`src/rtl/cap_line_writer_pkg.sv`:
```
// Shared constants and FSM state encoding for the capture line writer.
package cap_line_writer_pkg;

  localparam int BURST_LEN_DEF    = 8;
  localparam int SCR_SIZE_BIT_DEF = 12;
  localparam int LINE_W           = 9;
  localparam int ADDR_W_DEF       = LINE_W + SCR_SIZE_BIT_DEF;

  function automatic int addr_w(input int scr_size_bit);
    return LINE_W + scr_size_bit;
  endfunction

  typedef enum logic [2:0] {
    ST_IDLE      = 3'd0,
    ST_WAIT_DATA = 3'd1,
    ST_REQ       = 3'd2,
    ST_BURST     = 3'd3,
    ST_DONE      = 3'd4
  } state_t;

endpackage

```
`src/rtl/cap_line_writer_if.sv`:
```
// Bundle between the line writer, the capture FIFO read side and the SDRAM write controller.
interface cap_line_writer_if
  import cap_line_writer_pkg::*;
#(
  parameter int SCR_SIZE_BIT = SCR_SIZE_BIT_DEF
) ();

  logic                             i_line_start;
  logic [LINE_W-1:0]                i_line;
  logic [SCR_SIZE_BIT-1:0]          i_x_size;
  logic [11:0]                      i_fifo_data;
  logic [8:0]                       i_fifo_usedw;
  logic                             o_fifo_rdreq;
  logic                             o_burst_req;
  logic [addr_w(SCR_SIZE_BIT)-1:0]  o_burst_addr;
  logic [8:0]                       o_burst_len;
  logic                             i_burst_ack;
  logic                             i_data_next;
  logic [15:0]                      o_wr_data;
  logic                             o_line_done;
  logic                             o_busy;
  logic                             o_overrun;

  modport master (
    input  i_line_start, i_line, i_x_size, i_fifo_data, i_fifo_usedw,
    input  i_burst_ack, i_data_next,
    output o_fifo_rdreq, o_burst_req, o_burst_addr, o_burst_len,
    output o_wr_data, o_line_done, o_busy, o_overrun
  );

  modport slave (
    output i_line_start, i_line, i_x_size, i_fifo_data, i_fifo_usedw,
    output i_burst_ack, i_data_next,
    input  o_fifo_rdreq, o_burst_req, o_burst_addr, o_burst_len,
    input  o_wr_data, o_line_done, o_busy, o_overrun
  );

endinterface

```
`src/rtl/cap_line_writer.sv`:
```
// Moves one captured line from the show-ahead FIFO into SDRAM as a series of bursts.
//   state      | meaning
//   IDLE       | waiting for a line start
//   WAIT_DATA  | sizing next burst, waiting for enough FIFO words
//   REQ        | burst request held until controller acknowledges
//   BURST      | popping one FIFO word per controller data strobe
//   DONE       | one-cycle line-done pulse
module cap_line_writer
  import cap_line_writer_pkg::*;
#(
  parameter int BURST_LEN    = BURST_LEN_DEF,
  parameter int SCR_SIZE_BIT = SCR_SIZE_BIT_DEF
) (
  input  logic              i_clk,
  input  logic              i_reset_n,
  cap_line_writer_if.master bus
);

  localparam int CW = SCR_SIZE_BIT;
  localparam logic [31:0] BURST_LEN_W = 32'(BURST_LEN);

  state_t            state_q, state_d;
  logic [LINE_W-1:0] line_q;
  logic [CW-1:0]     size_q;
  logic [CW-1:0]     col_q;
  logic [8:0]        len_q;
  logic [8:0]        wcnt_q;
  logic              overrun_q;

  logic [CW-1:0]     remain;
  logic [8:0]        len_calc;
  logic [CW-1:0]     col_next;
  logic              pop;
  logic              last_word;

  always_comb begin
    remain    = size_q - col_q;
    len_calc  = (32'(remain) >= BURST_LEN_W) ? 9'(BURST_LEN) : 9'(remain);
    col_next  = col_q + CW'(len_q);
    // Gated by reset so an abandoned burst cannot steal one more word.
    pop       = i_reset_n && (state_q == ST_BURST) && bus.i_data_next
                && (bus.i_fifo_usedw != 9'd0);
    last_word = pop && ((wcnt_q + 9'd1) == len_q);
  end

  always_comb begin
    state_d = state_q;
    case (state_q)
      ST_IDLE: begin
        if (bus.i_line_start) begin
          state_d = (bus.i_x_size != '0) ? ST_WAIT_DATA : ST_DONE;
        end
      end
      ST_WAIT_DATA: begin
        if (bus.i_fifo_usedw >= len_calc) state_d = ST_REQ;
      end
      ST_REQ: begin
        if (bus.i_burst_ack) state_d = ST_BURST;
      end
      ST_BURST: begin
        if (last_word) state_d = (col_next == size_q) ? ST_DONE : ST_WAIT_DATA;
      end
      ST_DONE: state_d = ST_IDLE;
      default: state_d = ST_IDLE;
    endcase
  end

  always_ff @(posedge i_clk) begin
    if (!i_reset_n) begin
      state_q   <= ST_IDLE;
      line_q    <= '0;
      size_q    <= '0;
      col_q     <= '0;
      len_q     <= '0;
      wcnt_q    <= '0;
      overrun_q <= 1'b0;
    end else begin
      state_q <= state_d;
      if (bus.i_line_start && (state_q != ST_IDLE)) overrun_q <= 1'b1;
      case (state_q)
        ST_IDLE: begin
          if (bus.i_line_start && (bus.i_x_size != '0)) begin
            line_q <= bus.i_line;
            size_q <= bus.i_x_size;
            col_q  <= '0;
            wcnt_q <= '0;
          end
        end
        ST_WAIT_DATA: len_q <= len_calc;
        ST_BURST: begin
          if (last_word) begin
            wcnt_q <= '0;
            col_q  <= col_next;
          end else if (pop) begin
            wcnt_q <= wcnt_q + 9'd1;
          end
        end
        default: ;
      endcase
    end
  end

  assign bus.o_fifo_rdreq = pop;
  assign bus.o_burst_req  = (state_q == ST_REQ);
  assign bus.o_burst_addr = {line_q, col_q};
  assign bus.o_burst_len  = len_q;
  assign bus.o_wr_data    = {4'b0000, bus.i_fifo_data};
  assign bus.o_line_done  = (state_q == ST_DONE);
  assign bus.o_busy       = (state_q != ST_IDLE);
  assign bus.o_overrun    = overrun_q;

endmodule

```
`src/flat_wrapper.sv`:
```
// flat-port wrapper written by rule: the top's interface ports become plain ports
module cap_line_writer_flat import cap_line_writer_pkg::*;
#(
  parameter int BURST_LEN    = BURST_LEN_DEF,
  parameter int SCR_SIZE_BIT = SCR_SIZE_BIT_DEF
)
  (i_clk, i_reset_n, bus_i_line_start, bus_i_line, bus_i_x_size, bus_i_fifo_data, bus_i_fifo_usedw, bus_i_burst_ack, bus_i_data_next, bus_o_fifo_rdreq, bus_o_burst_req, bus_o_burst_addr, bus_o_burst_len, bus_o_wr_data, bus_o_line_done, bus_o_busy, bus_o_overrun);
  cap_line_writer_if #(.SCR_SIZE_BIT(SCR_SIZE_BIT)) bus_i ();
  input  logic i_clk;
  input  logic i_reset_n;
  input wire logic [$bits(bus_i.i_line_start)-1:0] bus_i_line_start;
  input wire logic [$bits(bus_i.i_line)-1:0] bus_i_line;
  input wire logic [$bits(bus_i.i_x_size)-1:0] bus_i_x_size;
  input wire logic [$bits(bus_i.i_fifo_data)-1:0] bus_i_fifo_data;
  input wire logic [$bits(bus_i.i_fifo_usedw)-1:0] bus_i_fifo_usedw;
  input wire logic [$bits(bus_i.i_burst_ack)-1:0] bus_i_burst_ack;
  input wire logic [$bits(bus_i.i_data_next)-1:0] bus_i_data_next;
  output wire logic [$bits(bus_i.o_fifo_rdreq)-1:0] bus_o_fifo_rdreq;
  output wire logic [$bits(bus_i.o_burst_req)-1:0] bus_o_burst_req;
  output wire logic [$bits(bus_i.o_burst_addr)-1:0] bus_o_burst_addr;
  output wire logic [$bits(bus_i.o_burst_len)-1:0] bus_o_burst_len;
  output wire logic [$bits(bus_i.o_wr_data)-1:0] bus_o_wr_data;
  output wire logic [$bits(bus_i.o_line_done)-1:0] bus_o_line_done;
  output wire logic [$bits(bus_i.o_busy)-1:0] bus_o_busy;
  output wire logic [$bits(bus_i.o_overrun)-1:0] bus_o_overrun;
  assign bus_i.i_line_start = bus_i_line_start;
  assign bus_i.i_line = bus_i_line;
  assign bus_i.i_x_size = bus_i_x_size;
  assign bus_i.i_fifo_data = bus_i_fifo_data;
  assign bus_i.i_fifo_usedw = bus_i_fifo_usedw;
  assign bus_i.i_burst_ack = bus_i_burst_ack;
  assign bus_i.i_data_next = bus_i_data_next;
  assign bus_o_fifo_rdreq = bus_i.o_fifo_rdreq;
  assign bus_o_burst_req = bus_i.o_burst_req;
  assign bus_o_burst_addr = bus_i.o_burst_addr;
  assign bus_o_burst_len = bus_i.o_burst_len;
  assign bus_o_wr_data = bus_i.o_wr_data;
  assign bus_o_line_done = bus_i.o_line_done;
  assign bus_o_busy = bus_i.o_busy;
  assign bus_o_overrun = bus_i.o_overrun;
  cap_line_writer #(.BURST_LEN(BURST_LEN), .SCR_SIZE_BIT(SCR_SIZE_BIT)) u_core (.i_clk(i_clk), .i_reset_n(i_reset_n), .bus(bus_i));
endmodule
```
`config.mk`:
```
export PLATFORM = sky130hd
export DESIGN_NAME = cap_line_writer_flat
export DESIGN_NICKNAME = d
export VERILOG_FILES = /design/src/rtl/cap_line_writer_pkg.sv /design/src/rtl/cap_line_writer_if.sv /design/src/rtl/cap_line_writer.sv /design/src/flat_wrapper.sv
export SDC_FILE = /design/constraint.sdc
export NUM_CORES = 1
export LEC_CHECK = 0
export BUFFER_PORTS_ARGS = -buffer_cell sky130_fd_sc_hd__buf_2
export CORE_MARGIN = 4
export CORE_UTILIZATION = 57
export CTS_BUF_LIST = sky130_fd_sc_hd__clkbuf_8
export DETAILED_ROUTE_END_ITERATION = 16
export PLACE_DENSITY = 0.84
export SLEW_MARGIN = 20
export SYNTH_ARGS = -nofsm -noshare
export SYNTH_HDL_FRONTEND = slang
export SYNTH_SLANG_ARGS = --single-unit
export TNS_END_PERCENT = 10
```
`constraint.sdc`:
```
create_clock -name i_clk -period 3.78 [get_ports i_clk]
set_input_delay 0.378 -clock i_clk [delete_from_list [all_inputs] [get_ports i_clk]]
set_output_delay 0.378 -clock i_clk [all_outputs]
set_load 0.05 [all_outputs]
```
==> run metrics <==
Worst-Skew Late Latency=0.32 ns; gr usage total=0.253; FF-to-FF Start=u_core.size_q[0]$_SDFFE_PN0P_; Via density=about 6; Worst Hold Path EP=u_core.line_q[7]$_SDFFE_PN0P_; post-route insts no fill=a little under 700; row count=31; Worst Hold Launch=bus_i_line[7]; Reg area=between 0.001 and 0.0015 sq mm; placed cells=between 600 and 700; Crit path required time=~4.0 ns; hold path cells=3; Reg clk slew, reported paths=0.11 ns; fin crit share=0.993; DRT iter0 DRCs=between 200 and 300; Nets=673; Yosys warning count=0; TritonCTS Sinks=between 50 and 60; top cells by area, synth=dfxtp_1, ha_1, nand2_1; CP peak stage delay=~0.37 ns; WP buf/inv=2; diodes inserted=0; multi-input gate area in the final layout=roughly 0.0029 sq mm; DRC viols=0; Avg Inst Size Synth=~7.9 sq um; worst setup slack after placement=-0.0470 ns; Worst Skew=0.00838 ns; die area=0.00893 sq mm; post-cts hold buffer count=0; LEAKAGE=between 2 and 2.5 nW; register area share after synthesis=0.258; final setup fails=0; Crit path max-delay family=simple AND/OR/NAND/NOR gates; Post-synth ARST share=0; Worst setup SP type=flip-flop; DRT Pass-1 Iters=7; min Tclk post-route=3.75 ns; GR Overflow Total=0; maximum clock insertion buffer count=2; area grow syn2layout=11.5%; count of different cell masters after synthesis=69; number of routed nets with antenna violations=0; Power Density=420 mW/mm^2; root buf cell=clkbuf_8; Synth Cell Area=about 0.0043 sq mm; per-cell routed wire length=about 16 um; die width=94.5 um; nature of the critical path endpoint=flip-flop; Vias=4182; Slew Limit Fails=0; RSZ-0062 raised after global routing=true; slowest CP cell=or3_4; final wirelength=roughly 11000 um; status=finished, final reports clean; top post-synthesis cells by count=nand2_1, dfxtp_1, ha_1, nand3_1, nor2_1; synthesized flop and latch total=between 50 and 60; IO Count=98; flop-to-flop setup slack=about 0.026 ns; worst hold path type=input pin to flip-flop; total CTS buffers=5; Max rail drop VDD=0.260 mV; Die Ht=around 95 um; H-tree Lvls=2; fillers=about 650; Final HPWL DP=roughly 8700 um; reg2reg end=u_core.state_q[0]$_SDFFE_PN0P_; critical-path maximum fanout=4; Worst-Margin Slew=0.866 ns; initial antenna violation count=0; critical path arrival=~4.0 ns; commonest register cell after synthesis=dfxtp_1; Synth top area share=0.258; final hold violation count=0; TritonCTS clock tree=built; Post-synth EDFFs=0; RD Place Congestion=a little under 1; post-synth top area cell=dfxtp_1; largest net degree at the start of global routing=55; global-route wire length before repair=18300 um; max_slew headroom=0.423; layout cells sized above 1=0.197; Initial Util=0.588; Max Freq=roughly 0.27 GHz; Max-Cap Viols=0; CP cell instances=inv_1 > ha_2 > inv_1 > fa_2 > a21o_1 > and2_4 > o21ai_1 > nor3b_1 > nor4_1 > nand4_1 > nor2_2 > nand2_1 > ha_1 > a211oi_1 > or3_4 > a21oi_2 > o2bb2ai_2 > o2bb2ai_1 > a21o_1; number of global-route vias before repair=between 3000 and 4000; final core occ=0.656; most common cell in the netlist=nand2_1; core area=0.00725 sq mm; final worst slack=0.0264 ns; WS Path Type=flip-flop to flip-flop; Post-Syn Instances=541; path depth of the worst reg2reg path=19; Port Buf Inserts=roughly 70
[layout make-up]
type,instances,share of cell area
Multi-Input combinational cell,429,0.612
Sequential cell,55,0.233
Timing Repair Buffer,83,0.0947
Tap cell,99,0.0260
Inverter,20,0.0158
Clock buffer,5,0.0145
Clock inverter,3,0.00473
[metrics by stage]
stage	area, sq um	hold slack [ns]	TNS, ns	power [mW]
6_report	4760	0.292	0	2.00
5_1_grt	4760	0.315	-0.208	2.12
4_1_cts	4690	0.285	0	1.95
3_5_place_dp	4590	0.453	-0.0752	1.60
3_3_place_gp	4590	0.447	0	1.57
2_1_floorplan	4300	0.455	0	1.41
[repair_timing]
item,CTS,global route
endpoints found under the hold margin,0,0
pin swaps,1,5
resized for setup,2,14
setup buffers,0,2
endpoints found under the setup margin,3,3
[layout by cell type (no fill, tap or decap), types with 4 or more instances in the layout]
cell type,instances
a211oi_1,7
a21boi_0,29
a21o_1,5
a21oi_1,19
a22o_1,4
and2_1,4
and3_1,8
buf_2,69
buf_4,14
clkbuf_8,5
conb_1,9
dfxtp_1,50
dfxtp_2,5
ha_1,29
inv_1,20
mux2i_1,7
nand2_1,71
nand2b_1,7
nand3_1,30
nand4_1,8
nor2_1,29
nor2b_1,8
nor3_1,8
nor3b_1,5
nor4_1,11
o211ai_1,8
o21a_1,5
o21ai_0,17
o21bai_1,5
xnor2_1,18
xor2_1,14
[state kept, by name, summed over array words and instances, names as in the netlist]
name,flops
u_core.bus.o_overrun,1
u_core.size_q,12
u_core.bus.o_burst_len,9
u_core.col_q,12
u_core.line_q,9
u_core.state_q,3
u_core.wcnt_q,9
[worst reg2reg max path: stages, from the launching register on]
cell and delay [ns]:
dfxtp_2 0.33, inv_1 0.05, ha_2 0.17, inv_1 0.05, fa_2 0.35, a21o_1 0.21
and2_4 0.18, o21ai_1 0.15, nor3b_1 0.08, nor4_1 0.25, nand4_1 0.25, nor2_2 0.25
nand2_1 0.09, ha_1 0.29, a211oi_1 0.08, or3_4 0.37, a21oi_2 0.14, o2bb2ai_2 0.09
o2bb2ai_1 0.13, a21o_1 0.15
[worst max-delay path by stage]
stage                                        from                        endpoint  depth (start not counted)
finish              u_core.size_q[0]$_SDFFE_PN0P_  u_core.state_q[0]$_SDFFE_PN0P_                         19
global route        u_core.size_q[0]$_SDFFE_PN0P_  u_core.state_q[0]$_SDFFE_PN0P_                         19
CTS                 u_core.size_q[0]$_SDFFE_PN0P_  u_core.state_q[0]$_SDFFE_PN0P_                         19
detailed placement  u_core.size_q[1]$_SDFFE_PN0P_  u_core.state_q[0]$_SDFFE_PN0P_                         16
global placement    u_core.size_q[0]$_SDFFE_PN0P_  u_core.state_q[0]$_SDFFE_PN0P_                         19
floorplan            u_core.col_q[9]$_SDFFE_PN0P_  u_core.state_q[0]$_SDFFE_PN0P_                         18
[report_power, final]
part           internal [mW]  leakage (nW)  switching [mW]
clock                  0.134        0.0485           0.212
combinational          0.359          1.53           0.600
sequential             0.637         0.449          0.0554
[per-layer routing]
| metal | share of wire | wire length [um] | global-route usage | vias to the layer above |
|---|---|---|---|---|
| met2 | 0.47 | 5390 | 0.427 | 160 |
| met3 | 0.073 | 836 | 0.0359 | 25 |
| li1 | - | - | - | 2027 |
| met4 | 0.025 | 284 | 0.0901 | 0 |
| met1 | 0.43 | 4910 | 0.329 | 1970 |
| met5 | 0 | 0 | 0 | - |
[cells by family (layout without fill, tap and decap cells)]
kind of cell,after synthesis,in the layout,share of synthesized area
compound gates,132,132,0.216
xor+xnor,33,33,0.0710
fa+ha+maj,32,32,0.0974
buf+inv,64,111,0.0789
flops,55,55,0.258
mux,8,8,0.0191
other cells,2,9,0.00176
simple gates,215,215,0.257
Note: power is estimated with default switching activity, not from simulation.
